<file path="src/rtl/reader_slot_ctrl_pkg.sv">
// reader_slot_ctrl_pkg: shared command codes, slot-result encoding and FSM states
//   CMD_*  : cmd_head codes, identical to the tag-side command decoder
//   SR_*   : slot_result encoding (bit 1 set means collision)
//   ST_*   : controller state encoding
package reader_slot_ctrl_pkg;
  localparam logic [7:0] CMD_QUERY    = 8'h01;
  localparam logic [7:0] CMD_QUERYREP = 8'h02;
  localparam logic [7:0] CMD_DIVIDE   = 8'h03;
  localparam logic [7:0] CMD_DISPERSE = 8'h04;
  localparam logic [7:0] CMD_SHRINK   = 8'h05;
  localparam logic [1:0] SR_IDLE      = 2'b00;
  localparam logic [1:0] SR_SINGLE    = 2'b01;
  localparam logic [1:0] SR_COLL_MASK = 2'b10;
  localparam logic [2:0] ST_IDLE      = 3'd0;
  localparam logic [2:0] ST_ISSUE     = 3'd1;
  localparam logic [2:0] ST_WAIT      = 3'd2;
  localparam logic [2:0] ST_DECIDE    = 3'd3;
  localparam logic [2:0] ST_DONE      = 3'd4;
  localparam logic [14:0] PEND_MAX    = 15'h7FFF;
  typedef enum logic [1:0] {RES_IDLE, RES_SINGLE, RES_COLL} res_e;
  // Both 10 and 11 are collisions.
  function automatic res_e classify(input logic [1:0] r);
    return (r & SR_COLL_MASK) != 2'b00 ? RES_COLL : (r == SR_SINGLE ? RES_SINGLE : RES_IDLE);
  endfunction
endpackage

</file>
<file path="src/rtl/reader_slot_ctrl_if.sv">
// reader_slot_ctrl_if: control/response bundle between reader slot controller and its environment
//   master : controller side (consumes start/abort/cmd_ready/results, drives command + status)
//   slave  : environment side (encoder, receiver, host)
interface reader_slot_ctrl_if;
  logic        start;
  logic        abort;
  logic        cmd_ready;
  logic        result_valid;
  logic [1:0]  slot_result;
  logic        cmd_valid;
  logic [7:0]  cmd_head;
  logic        divide_position;
  logic        busy;
  logic        done;
  logic [15:0] tag_count;
  logic [14:0] pending;
  modport master (
    input  start, abort, cmd_ready, result_valid, slot_result,
    output cmd_valid, cmd_head, divide_position, busy, done, tag_count, pending
  );
  modport slave (
    output start, abort, cmd_ready, result_valid, slot_result,
    input  cmd_valid, cmd_head, divide_position, busy, done, tag_count, pending
  );
endinterface

</file>
<file path="src/rtl/reader_slot_ctrl_resp_timer.sv">
// resp_timer: counts cycles spent waiting for a slot response
//   clk, rst_n : clock, async active-low reset
//   i_clear    : synchronous clear (held while not waiting)
//   i_enable   : count while waiting
//   o_expired  : high on the TIMEOUT-th enabled cycle
module resp_timer #(
  parameter int TIMEOUT = 64
) (
  input  logic clk,
  input  logic rst_n,
  input  logic i_clear,
  input  logic i_enable,
  output logic o_expired
);
  localparam int W = $clog2(TIMEOUT + 1);
  logic [W-1:0] r_count;
  assign o_expired = i_enable && r_count == W'(TIMEOUT - 1);
  always_ff @(posedge clk or negedge rst_n) begin
    if (!rst_n) r_count <= '0;
    else if (i_clear) r_count <= '0;
    else if (i_enable && !o_expired) r_count <= r_count + 1'b1;
  end
endmodule

</file>
<file path="src/rtl/reader_slot_ctrl.sv">
// reader_slot_ctrl: inventory-round slot controller
//   clk, rst_n : clock, async active-low reset
//   bus        : master side of reader_slot_ctrl_if
//                in : start, abort, cmd_ready, result_valid, slot_result
//                out: cmd_valid, cmd_head, divide_position, busy, done, tag_count, pending
module reader_slot_ctrl
  import reader_slot_ctrl_pkg::*;
#(
  parameter int COLL_LIMIT = 3,
  parameter int IDLE_LIMIT = 3,
  parameter int TIMEOUT    = 64
) (
  input  logic clk,
  input  logic rst_n,
  reader_slot_ctrl_if.master bus
);
  localparam int CW = $clog2(COLL_LIMIT + 1);
  localparam int IW = $clog2(IDLE_LIMIT + 1);
  logic [2:0]    r_state, w_state;
  logic [CW-1:0] r_coll_run, w_coll_run, w_coll_inc;
  logic [IW-1:0] r_idle_run, w_idle_run, w_idle_inc;
  logic [15:0]   r_tag_count, w_tag_count;
  logic [14:0]   r_pending, w_pending, w_pend_inc, w_pend_dbl, w_pend_dec, w_pend_half;
  logic [7:0]    r_cmd_head, w_cmd_head;
  logic [1:0]    r_result, w_result;
  logic          r_cmd_valid, w_cmd_valid, r_done, w_done, r_busy;
  logic          w_expired, w_tmr_clear, w_tmr_en;
  res_e          w_res;
  assign w_tmr_en    = r_state == ST_WAIT;
  assign w_tmr_clear = !w_tmr_en;
  resp_timer #(.TIMEOUT(TIMEOUT)) u_resp_timer (
    .clk       (clk),
    .rst_n     (rst_n),
    .i_clear   (w_tmr_clear),
    .i_enable  (w_tmr_en),
    .o_expired (w_expired)
  );
  assign w_res       = classify(r_result);
  assign w_coll_inc  = r_coll_run + 1'b1;
  assign w_idle_inc  = r_idle_run + 1'b1;
  assign w_pend_inc  = r_pending == PEND_MAX ? PEND_MAX : r_pending + 15'd1;
  assign w_pend_dbl  = r_pending[14] ? PEND_MAX : {r_pending[13:0], 1'b0};
  assign w_pend_dec  = r_pending - 15'd1;
  // Widened so 0x7FFF + 1 does not wrap before halving.
  assign w_pend_half = 15'((16'(r_pending) + 16'd1) >> 1);
  always_comb begin
    w_state     = r_state;
    w_cmd_valid = r_cmd_valid;
    w_cmd_head  = r_cmd_head;
    w_done      = 1'b0;
    w_tag_count = r_tag_count;
    w_pending   = r_pending;
    w_coll_run  = r_coll_run;
    w_idle_run  = r_idle_run;
    w_result    = r_result;
    if (r_state != ST_IDLE && bus.abort) begin
      w_state     = ST_IDLE;
      w_cmd_valid = 1'b0;
    end else begin
      case (r_state)
        ST_IDLE: if (bus.start) begin
          w_state     = ST_ISSUE;
          w_cmd_valid = 1'b1;
          w_cmd_head  = CMD_QUERY;
          w_tag_count = '0;
          w_pending   = 15'd1;
          w_coll_run  = '0;
          w_idle_run  = '0;
        end
        ST_ISSUE: if (bus.cmd_ready) begin
          w_state     = ST_WAIT;
          w_cmd_valid = 1'b0;
        end
        ST_WAIT: if (bus.result_valid || w_expired) begin
          w_state  = ST_DECIDE;
          w_result = bus.result_valid ? bus.slot_result : SR_IDLE;
        end
        ST_DECIDE: begin
          if (w_res == RES_SINGLE) begin
            w_tag_count = &r_tag_count ? r_tag_count : r_tag_count + 16'd1;
            w_pending   = w_pend_dec;
            w_coll_run  = '0;
            w_idle_run  = '0;
            w_cmd_head  = CMD_QUERYREP;
          end else if (w_res == RES_IDLE) begin
            w_coll_run = '0;
            // SHRINK only makes sense while at least two slots remain.
            if (w_idle_inc >= IW'(IDLE_LIMIT) && r_pending >= 15'd2) begin
              w_cmd_head = CMD_SHRINK;
              w_pending  = w_pend_half;
              w_idle_run = '0;
            end else begin
              w_cmd_head = CMD_QUERYREP;
              w_pending  = w_pend_dec;
              w_idle_run = w_idle_inc;
            end
          end else begin
            w_idle_run = '0;
            w_cmd_head = w_coll_inc >= CW'(COLL_LIMIT) ? CMD_DISPERSE : CMD_DIVIDE;
            w_pending  = w_coll_inc >= CW'(COLL_LIMIT) ? w_pend_dbl : w_pend_inc;
            w_coll_run = w_coll_inc >= CW'(COLL_LIMIT) ? '0 : w_coll_inc;
          end
          // An empty slot population ends the round; cmd_head keeps the decided code unissued.
          w_state     = w_pending == '0 ? ST_DONE : ST_ISSUE;
          w_cmd_valid = w_pending != '0;
          w_done      = w_pending == '0;
        end
        ST_DONE: w_state = ST_IDLE;
        default: w_state = ST_IDLE;
      endcase
    end
  end
  always_ff @(posedge clk or negedge rst_n) begin
    if (!rst_n) begin
      r_state     <= ST_IDLE;
      r_cmd_valid <= 1'b0;
      r_cmd_head  <= 8'h00;
      r_done      <= 1'b0;
      r_busy      <= 1'b0;
      r_tag_count <= '0;
      r_pending   <= '0;
      r_coll_run  <= '0;
      r_idle_run  <= '0;
      r_result    <= SR_IDLE;
    end else begin
      r_state     <= w_state;
      r_cmd_valid <= w_cmd_valid;
      r_cmd_head  <= w_cmd_head;
      r_done      <= w_done;
      r_busy      <= w_state != ST_IDLE;
      r_tag_count <= w_tag_count;
      r_pending   <= w_pending;
      r_coll_run  <= w_coll_run;
      r_idle_run  <= w_idle_run;
      r_result    <= w_result;
    end
  end
  assign bus.cmd_valid       = r_cmd_valid;
  assign bus.cmd_head        = r_cmd_head;
  assign bus.divide_position = 1'b0;
  assign bus.busy            = r_busy;
  assign bus.done            = r_done;
  assign bus.tag_count       = r_tag_count;
  assign bus.pending         = r_pending;
endmodule

</file>
<file path="src/flat_wrapper.sv">
// flat-port wrapper written by rule: the top's interface ports become plain ports
module reader_slot_ctrl_flat import reader_slot_ctrl_pkg::*;
#(
  parameter int COLL_LIMIT = 3,
  parameter int IDLE_LIMIT = 3,
  parameter int TIMEOUT    = 64
)
  (clk, rst_n, bus_start, bus_abort, bus_cmd_ready, bus_result_valid, bus_slot_result, bus_cmd_valid, bus_cmd_head, bus_divide_position, bus_busy, bus_done, bus_tag_count, bus_pending);
  reader_slot_ctrl_if bus_i ();
  input  logic clk;
  input  logic rst_n;
  input wire logic [$bits(bus_i.start)-1:0] bus_start;
  input wire logic [$bits(bus_i.abort)-1:0] bus_abort;
  input wire logic [$bits(bus_i.cmd_ready)-1:0] bus_cmd_ready;
  input wire logic [$bits(bus_i.result_valid)-1:0] bus_result_valid;
  input wire logic [$bits(bus_i.slot_result)-1:0] bus_slot_result;
  output wire logic [$bits(bus_i.cmd_valid)-1:0] bus_cmd_valid;
  output wire logic [$bits(bus_i.cmd_head)-1:0] bus_cmd_head;
  output wire logic [$bits(bus_i.divide_position)-1:0] bus_divide_position;
  output wire logic [$bits(bus_i.busy)-1:0] bus_busy;
  output wire logic [$bits(bus_i.done)-1:0] bus_done;
  output wire logic [$bits(bus_i.tag_count)-1:0] bus_tag_count;
  output wire logic [$bits(bus_i.pending)-1:0] bus_pending;
  assign bus_i.start = bus_start;
  assign bus_i.abort = bus_abort;
  assign bus_i.cmd_ready = bus_cmd_ready;
  assign bus_i.result_valid = bus_result_valid;
  assign bus_i.slot_result = bus_slot_result;
  assign bus_cmd_valid = bus_i.cmd_valid;
  assign bus_cmd_head = bus_i.cmd_head;
  assign bus_divide_position = bus_i.divide_position;
  assign bus_busy = bus_i.busy;
  assign bus_done = bus_i.done;
  assign bus_tag_count = bus_i.tag_count;
  assign bus_pending = bus_i.pending;
  reader_slot_ctrl #(.COLL_LIMIT(COLL_LIMIT), .IDLE_LIMIT(IDLE_LIMIT), .TIMEOUT(TIMEOUT)) u_core (.clk(clk), .rst_n(rst_n), .bus(bus_i));
endmodule
</file>
<file path="config.mk">
export PLATFORM = sky130hd
export DESIGN_NAME = reader_slot_ctrl_flat
export DESIGN_NICKNAME = d
export VERILOG_FILES = /design/src/rtl/reader_slot_ctrl_pkg.sv /design/src/rtl/reader_slot_ctrl_if.sv /design/src/rtl/reader_slot_ctrl_resp_timer.sv /design/src/rtl/reader_slot_ctrl.sv /design/src/flat_wrapper.sv
export SDC_FILE = /design/constraint.sdc
export NUM_CORES = 1
export LEC_CHECK = 0
export BUFFER_PORTS_ARGS = -buffer_cell sky130_fd_sc_hd__buf_2
export CAP_MARGIN = 5
export CELL_PAD_IN_SITES_DETAIL_PLACEMENT = 1
export CELL_PAD_IN_SITES_GLOBAL_PLACEMENT = 2
export CORE_MARGIN = 8
export CORE_UTILIZATION = 35
export DETAILED_ROUTE_END_ITERATION = 10
export GPL_ROUTABILITY_DRIVEN = 1
export PLACE_DENSITY = 0.87
export SLEW_MARGIN = 40
export SYNTH_ARGS = -nofsm -noshare
export SYNTH_HDL_FRONTEND = slang
export SYNTH_SLANG_ARGS = --single-unit
</file>
<file path="constraint.sdc">
create_clock -name clk -period 5.8 [get_ports clk]
set_input_delay 0.58 -clock clk [delete_from_list [all_inputs] [get_ports clk]]
set_output_delay 0.58 -clock clk [all_outputs]
set_load 0.005 [all_outputs]
</file>
==> Yosys cells after proc, flatten, opt, wreduce, memory -nomap -nowiden <==
Index checks and enable logic that the tools add are counted.
{ "op_classes": {"n_addsub": 7, "mul": 0, "div": 0, "order_cmp": 3, "eq_ne": 13, "n_shift": 0, "n_mux": 46, "bitwise": 1, "reduce_logical": 19} }
{ "ops": {"columns": ["op", "n"], "rows": [
  ["$mux W15", 9],
  ["$mux W16", 3],
  ["$pmux W16 S2", 1],
  ["$pmux W15 S2", 1],
  ["$mux W8", 3],
  ["$mux W3", 7],
  ["$mux W2", 9],
  ["$add A15 B1 Y16 const B", 1],
  ["$add A16 B1 Y16 const B", 1],
  ["$pmux W8 S2", 1],
  ["$reduce_and A16 Y1", 1],
  ["$add A15 B1 Y15 const B", 1],
  ["$eq A15 B15 Y1 const B", 1],
  ["$ge A15 B2 Y1 const B", 1],
  ["$logic_not A15 Y1", 1],
  ["$reduce_bool A15 Y1", 1],
  ["$sub A15 B1 Y15 const B", 1],
  ["$mux W7", 2],
  ["$pmux W3 S4", 1],
  ["$reduce_and A3 Y1", 3],
  ["$pmux W2 S2", 2],
  ["$add A7 B1 Y7 const B", 1],
  ["$eq A7 B6 Y1 const B", 1],
  ["$eq A3 B2 Y1 const B", 2],
  ["19 further kinds", 34]
]} }
{ "totals": {"ff_bits": 58, "latch_bits": 0, "mem_bits_rw": 0, "romBits": 0, "input_bits": 8, "output_inout_bits": 43, "elab_cells": 100, "n_memories": 0} }

==> Longest topological paths before layout <==
{ "depth": {"word_depth": 13, "ltp_mapped": 12, "ltp_nobuf": 10} }

==> Cells and area by module <==
A second synthesis with hierarchy kept.
{ "unflattened": {"hier_cells": 479, "area_unflattened_um2": 3890.0} }
{ "by_module_without_submodules": {"columns": ["mod", "n_inst", "cells_per_inst", "area_per_inst_um2", "seq_area_each_um2"], "rows": [
  ["reader_slot_ctrl", 1, 440, 3499.6, 1151.1],
  ["resp_timer", 1, 39, 390.4, 175.2]
]} }

==> Worst setup path after synthesis <==
OpenSTA, ideal clock, no wires.
{ "synth_path": {"path_type": "register to register", "from": "register u_core.r_pending[1], in the netlist u_core.bus.pending[1]", "to": "register u_core.r_cmd_valid, in the netlist u_core.bus.cmd_valid", "setup_ns": 0.145, "t_arrival_ns": 2.700, "required_ns": 5.655, "setup_slack_ns": 2.955, "stages_incl_launch_ff": 13, "n_path_buf": 2, "period_less_slack_ns": 2.845, "path_cell_list": "dfrtp_1 clkbuf_1 inv_1 ha_1 or4b_1 clkbuf_1 o41ai_1 o21ai_0 mux2_2 a21oi_1 nor4b_2 and4_4 a41oi_1"} }
{ "synth_between": {"elab_chain_len": 10, "word_cells_on_any_way": 17, "cone_classes": "add/sub: 3; order compare: 1; eq/ne: 1; mux: 10; reduce/logical: 2"} }
{ "synth_lines": {"columns": ["element", "line_no", "source"], "rows": [
  ["from (decl)", "reader_slot_ctrl.sv:23", "logic [14:0] r_pending, w_pending, w_pend_inc, w_pend_dbl, w_pend_dec, w_pend_half;"],
  ["from (signal assigned)", "reader_slot_ctrl.sv:132", "r_pending <= w_pending;"],
  ["$add A15 B1 Y15 (tied with other cells)", "reader_slot_ctrl.sv:41", "assign w_pend_inc = r_pending == PEND_MAX ? PEND_MAX : r_pending + 15'd1;"],
  ["$mux W15 or $logic_and A1 B1 Y1 (tied branches)", "reader_slot_ctrl.sv:41, reader_slot_ctrl.sv:88", null],
  ["$mux W15, on equally long branches", "reader_slot_ctrl.sv:100, reader_slot_ctrl.sv:88", null],
  ["$mux W15", "reader_slot_ctrl.sv:85", "end else if (w_res == RES_IDLE) begin"],
  ["$mux W15 *", "reader_slot_ctrl.sv:79", "if (w_res == RES_SINGLE) begin"],
  ["$mux W15 *", "reader_slot_ctrl.sv:60", "case (r_state)"],
  ["$mux W15 *", "reader_slot_ctrl.sv:56", "if (r_state != ST_IDLE && bus.abort) begin"],
  ["$reduce_bool A15 Y1 *", "reader_slot_ctrl.sv:105", "w_cmd_valid = w_pending != '0;"],
  ["$pmux W1 S3 *", "reader_slot_ctrl.sv:60", null],
  ["$mux W1 *", "reader_slot_ctrl.sv:56", null],
  ["to (signal assigned)", "reader_slot_ctrl.sv:127", "r_cmd_valid <= w_cmd_valid;"],
  ["to (decl)", "reader_slot_ctrl.sv:26", "logic r_cmd_valid, w_cmd_valid, r_done, w_done, r_busy;"]
]} }
Mark *: on every way between the ends. The rest lies on a longest branch, timed or not. The select of a mux whose other input is x is not followed.
A chain may end at the register's enable or synchronous reset.

==> Worst setup path in the final report <==
{ "layout_path": {"from": "register u_core.r_pending[5], in the netlist u_core.bus.pending[5]", "to": "register u_core.r_cmd_valid, in the netlist u_core.bus.cmd_valid"} }
Same word-level chain as after synthesis.

==> metrics.md <==
| Metric | Value |
|---|---|
| Status | finished clean |
| IO Port Bufs | 44 |
| Vias | 3600 |
| DRC Markers | 0 |
| Pre-antenna DRT Iters | 4 |
| R2r startpoint | u_core.bus.pending[5]$_DFFE_PN0P_ |
| Top cells by area, synth | dfrtp_1 35%, nor2_1 6.0%, xor2_1 4.4% |
| # hold bufs at CTS | 0 |
| Post-Layout Cell Count | 622 |
| Largest net degree at the start of global routing | 54 |
| Top_reg_cell synth | dfrtp_1 |
| Slew Viols, Final | 0 |
| Distinct cells, synth | 64 |
| Max-Cap Viols | 0 |
| IO Pins | 51 |
| Die area | 14330 um2 |
| Upper clock frequency limit | 292.3 MHz |
| H-tree levels | 2 |
| Postcts setup bufs | 0 |
| Power Dens Cells | 264.6 nW/um2 |
| Syn. warnings | 0 |
| Arr. time, crit path | 3.60 ns |
| Slew margin rel. | 0.4700 |
| Initial drt markers | 241 |
| Post-synth EDFFs | 0 |
| Yosys reg bits | 53 |
| Worst IR Drop VDD | 0.1585 mV |
| Die H | 119.7 um |
| Initial antenna violation count | 0 |
| Initial Utilization | 0.3535 |
| Top-count cell post-synth | nor2_1 |
| Routability Congestion | 0.8912 |
| # clock sinks | 53 |
| Post-synthesis cell area | 3765 um2 |
| Row cnt | 38 |
| Vias in the first global route | 3826 |
| Post-cts sizing count | 0 |
| CTS max path bufs | 2 |
| Final ANT Viol Nets | 0 |
| Register area share after synthesis | 0.3523 |
| Leakage Power | 0.001786 uW |
| Gr usage total | 0.1755 |
| Post-synth top cells | 60 x nor2_1, 53 x dfrtp_1, 34 x nand2_1 |
| Terminus of the critical flop-to-flop path | u_core.bus.cmd_valid$_DFFE_PN0P_ |
| First-pass GRT wire length | 20.54 mm |
| Dpl ws | 2.393 ns |
| GR Overflow Total | 0 |
| Min Tclk post-route | 3.421 ns |
| Endpoints failing setup | 0 |
| Worst reg-to-reg path cell count | 8 |
| Fin Clk Skew | 0.01053 ns |
| Worst setup path class | flop to flop |
| Clk Tree Root Cell | clkbuf_8 |
| Top-area cell type share of the netlist area | 0.3523 |
| Share of cells above drive strength 1 | 0.1515 |
| CP Max Fanout | 16 |
| Total Negative Setup Slacks | 0 ns |
| Total CTS buffers | 5 |
| Core box area | 10650 um2 |
| Chip Width | 119.7 um |
| Worst setup EP type | flop |
| RSZ-0062 raised after global routing | no |
| Fin crit share | 0.5899 |
| Synth-to-Final Area Change | 9.671% |
| CP Launch Type | flop |
| Worst Hold Class | primary input to asynchronous set/reset pin |
| Clk_lat worst skew | 0.31 ns |
| Worst Tran Pin Value | 0.7890 ns |
| Largest area contributor in the netlist | dfrtp_1 |
| DR vias/cell | 5.788 |
| Placed Cells | 614 |
| Total routed wirelength | 12.53 mm |
| Syn_area_per_cell | 8.202 um2 |
| Min setup slack post-route | 2.379 ns |
| Wire per inst | 20.15 um |
| Mapped Cells | 459 |
| # fillers | 1347 |
| ANT cells | 0 |
| Nets | 495 |
| Flop2flop setup slack | 2.38 ns |
| Final Hold Fails | 0 |
| Post-synth ARST share | 1.000 |
| CTS tree | done |
| CTS clk-pin slew, worst paths | 0.11 ns |
| HPWL after DPL | 9.001 mm |
| Worst Path Required | 5.98 ns |
## logic make-up (layout without fill, tap and decap cells)
kind of cell | Yosys count | in the layout | synth area share
AOI/OAI and AO/OA | 100 | 100 | 0.1861
xor gates and xnor gates | 37 | 37 | 0.08607
adders and majority gates | 6 | 6 | 0.01994
buffers and inverters | 46 | 64 | 0.05417
DFF | 53 | 53 | 0.3523
muxes | 6 | 6 | 0.01662
other | 1 | 6 | 0.0009961
and+or+nand+nor | 210 | 210 | 0.2838
## registers in the layout, indices dropped and copies added (netlist names), 2 cells and up
| register | flops |
|---|---|
| u_core.bus.tag_count | 16 |
| u_core.r_idle_run | 2 |
| u_core.bus.pending | 15 |
| u_core.r_coll_run | 2 |
| u_core.u_resp_timer.r_count | 7 |
| u_core.r_state | 3 |
| u_core.bus.cmd_head | 3 |
| u_core.r_result | 2 |
## placed cells by master (no fill, tap or decap), types with 4 or more instances in the layout
master / count
buf_4: 4
buf_2: 44
and3_1: 8
nand3_1: 31
a211o_1: 4
dfrtp_1: 53
clkbuf_8: 5
a21oi_1: 19
nor2b_1: 4
mux2i_1: 4
nand4_1: 9
or2_2: 5
nand2b_1: 6
ha_1: 6
inv_1: 8
o21ai_0: 24
nor4_1: 10
xnor2_1: 18
nor3_1: 19
a211oi_1: 5
or3_1: 7
a22o_1: 10
nand2_1: 34
nor2_1: 59
xor2_1: 19
conb_1: 6
## where the power goes
part / switching, uW / leakage (uW) / internal [uW] / total (uW)
logic: 277 / 0.00102 / 145 / 422
clock network: 139 / 0.0000445 / 86.3 / 225
registers: 46.6 / 0.000724 / 399 / 445
total: 462 / 0.00179 / 630 / 1090
## critical path, cell delays in order, from the launching register on
cell,delay [ns]
dfrtp_1,0.61
or4_4,0.62
or3_4,0.45
o21ai_2,0.37
mux2i_1,0.31
o21ai_0,0.14
nor4_1,0.34
and4_4,0.30
a41oi_1,0.13
## layout make-up
type	instances	area [um2]	share of cell area
Clock buffer	5	68.82	0.01667
Clock inverter	3	21.27	0.005152
Inverter	8	30.03	0.007273
Multi-Input combinational cell	365	2257	0.5467
Sequential cell	53	1326	0.3212
Tap cell	140	175.2	0.04242
Timing Repair Buffer	48	250.2	0.06061
## stage by stage
stage               instance area, um2  power, uW  utilization  hold slack, ns
finish                            4129       1093       0.3877          0.3825
global route                      4129       1158       0.3877          0.4618
CTS                               4128       1099       0.3876          0.4078
detailed placement                4038      871.4       0.3791          0.4877
global placement                  4035      861.3       0.3789          0.4669
floorplan                         3784      726.5            -          0.2844
## worst max-delay path by stage
stage | startpoint | to | slack (ns)
floorplan | u_core.bus.pending[1]$_DFFE_PN0P_ | u_core.bus.cmd_valid$_DFFE_PN0P_ | 2.96
finish | u_core.bus.pending[5]$_DFFE_PN0P_ | u_core.bus.cmd_valid$_DFFE_PN0P_ | 2.38
CTS | u_core.bus.pending[6]$_DFFE_PN0P_ | u_core.bus.cmd_valid$_DFFE_PN0P_ | 2.39
global route | u_core.bus.pending[2]$_DFFE_PN0P_ | u_core.bus.cmd_valid$_DFFE_PN0P_ | 2.16
global placement | u_core.bus.pending[6]$_DFFE_PN0P_ | u_core.bus.cmd_valid$_DFFE_PN0P_ | 2.45
detailed placement | u_core.bus.pending[6]$_DFFE_PN0P_ | u_core.bus.cmd_valid$_DFFE_PN0P_ | 2.39
## per-layer routing
| metal | track usage | share of wire | routed length, um |
|---|---|---|---|
| met4 | 0.05074 | 0.015 | 184 |
| met2 | 0.2840 | 0.47 | 5896 |
| met3 | 0.02865 | 0.055 | 689 |
| met1 | 0.2363 | 0.46 | 5760 |
| met5 | 0 | 0 | 0 |
Power figures use the tool's default switching activity.
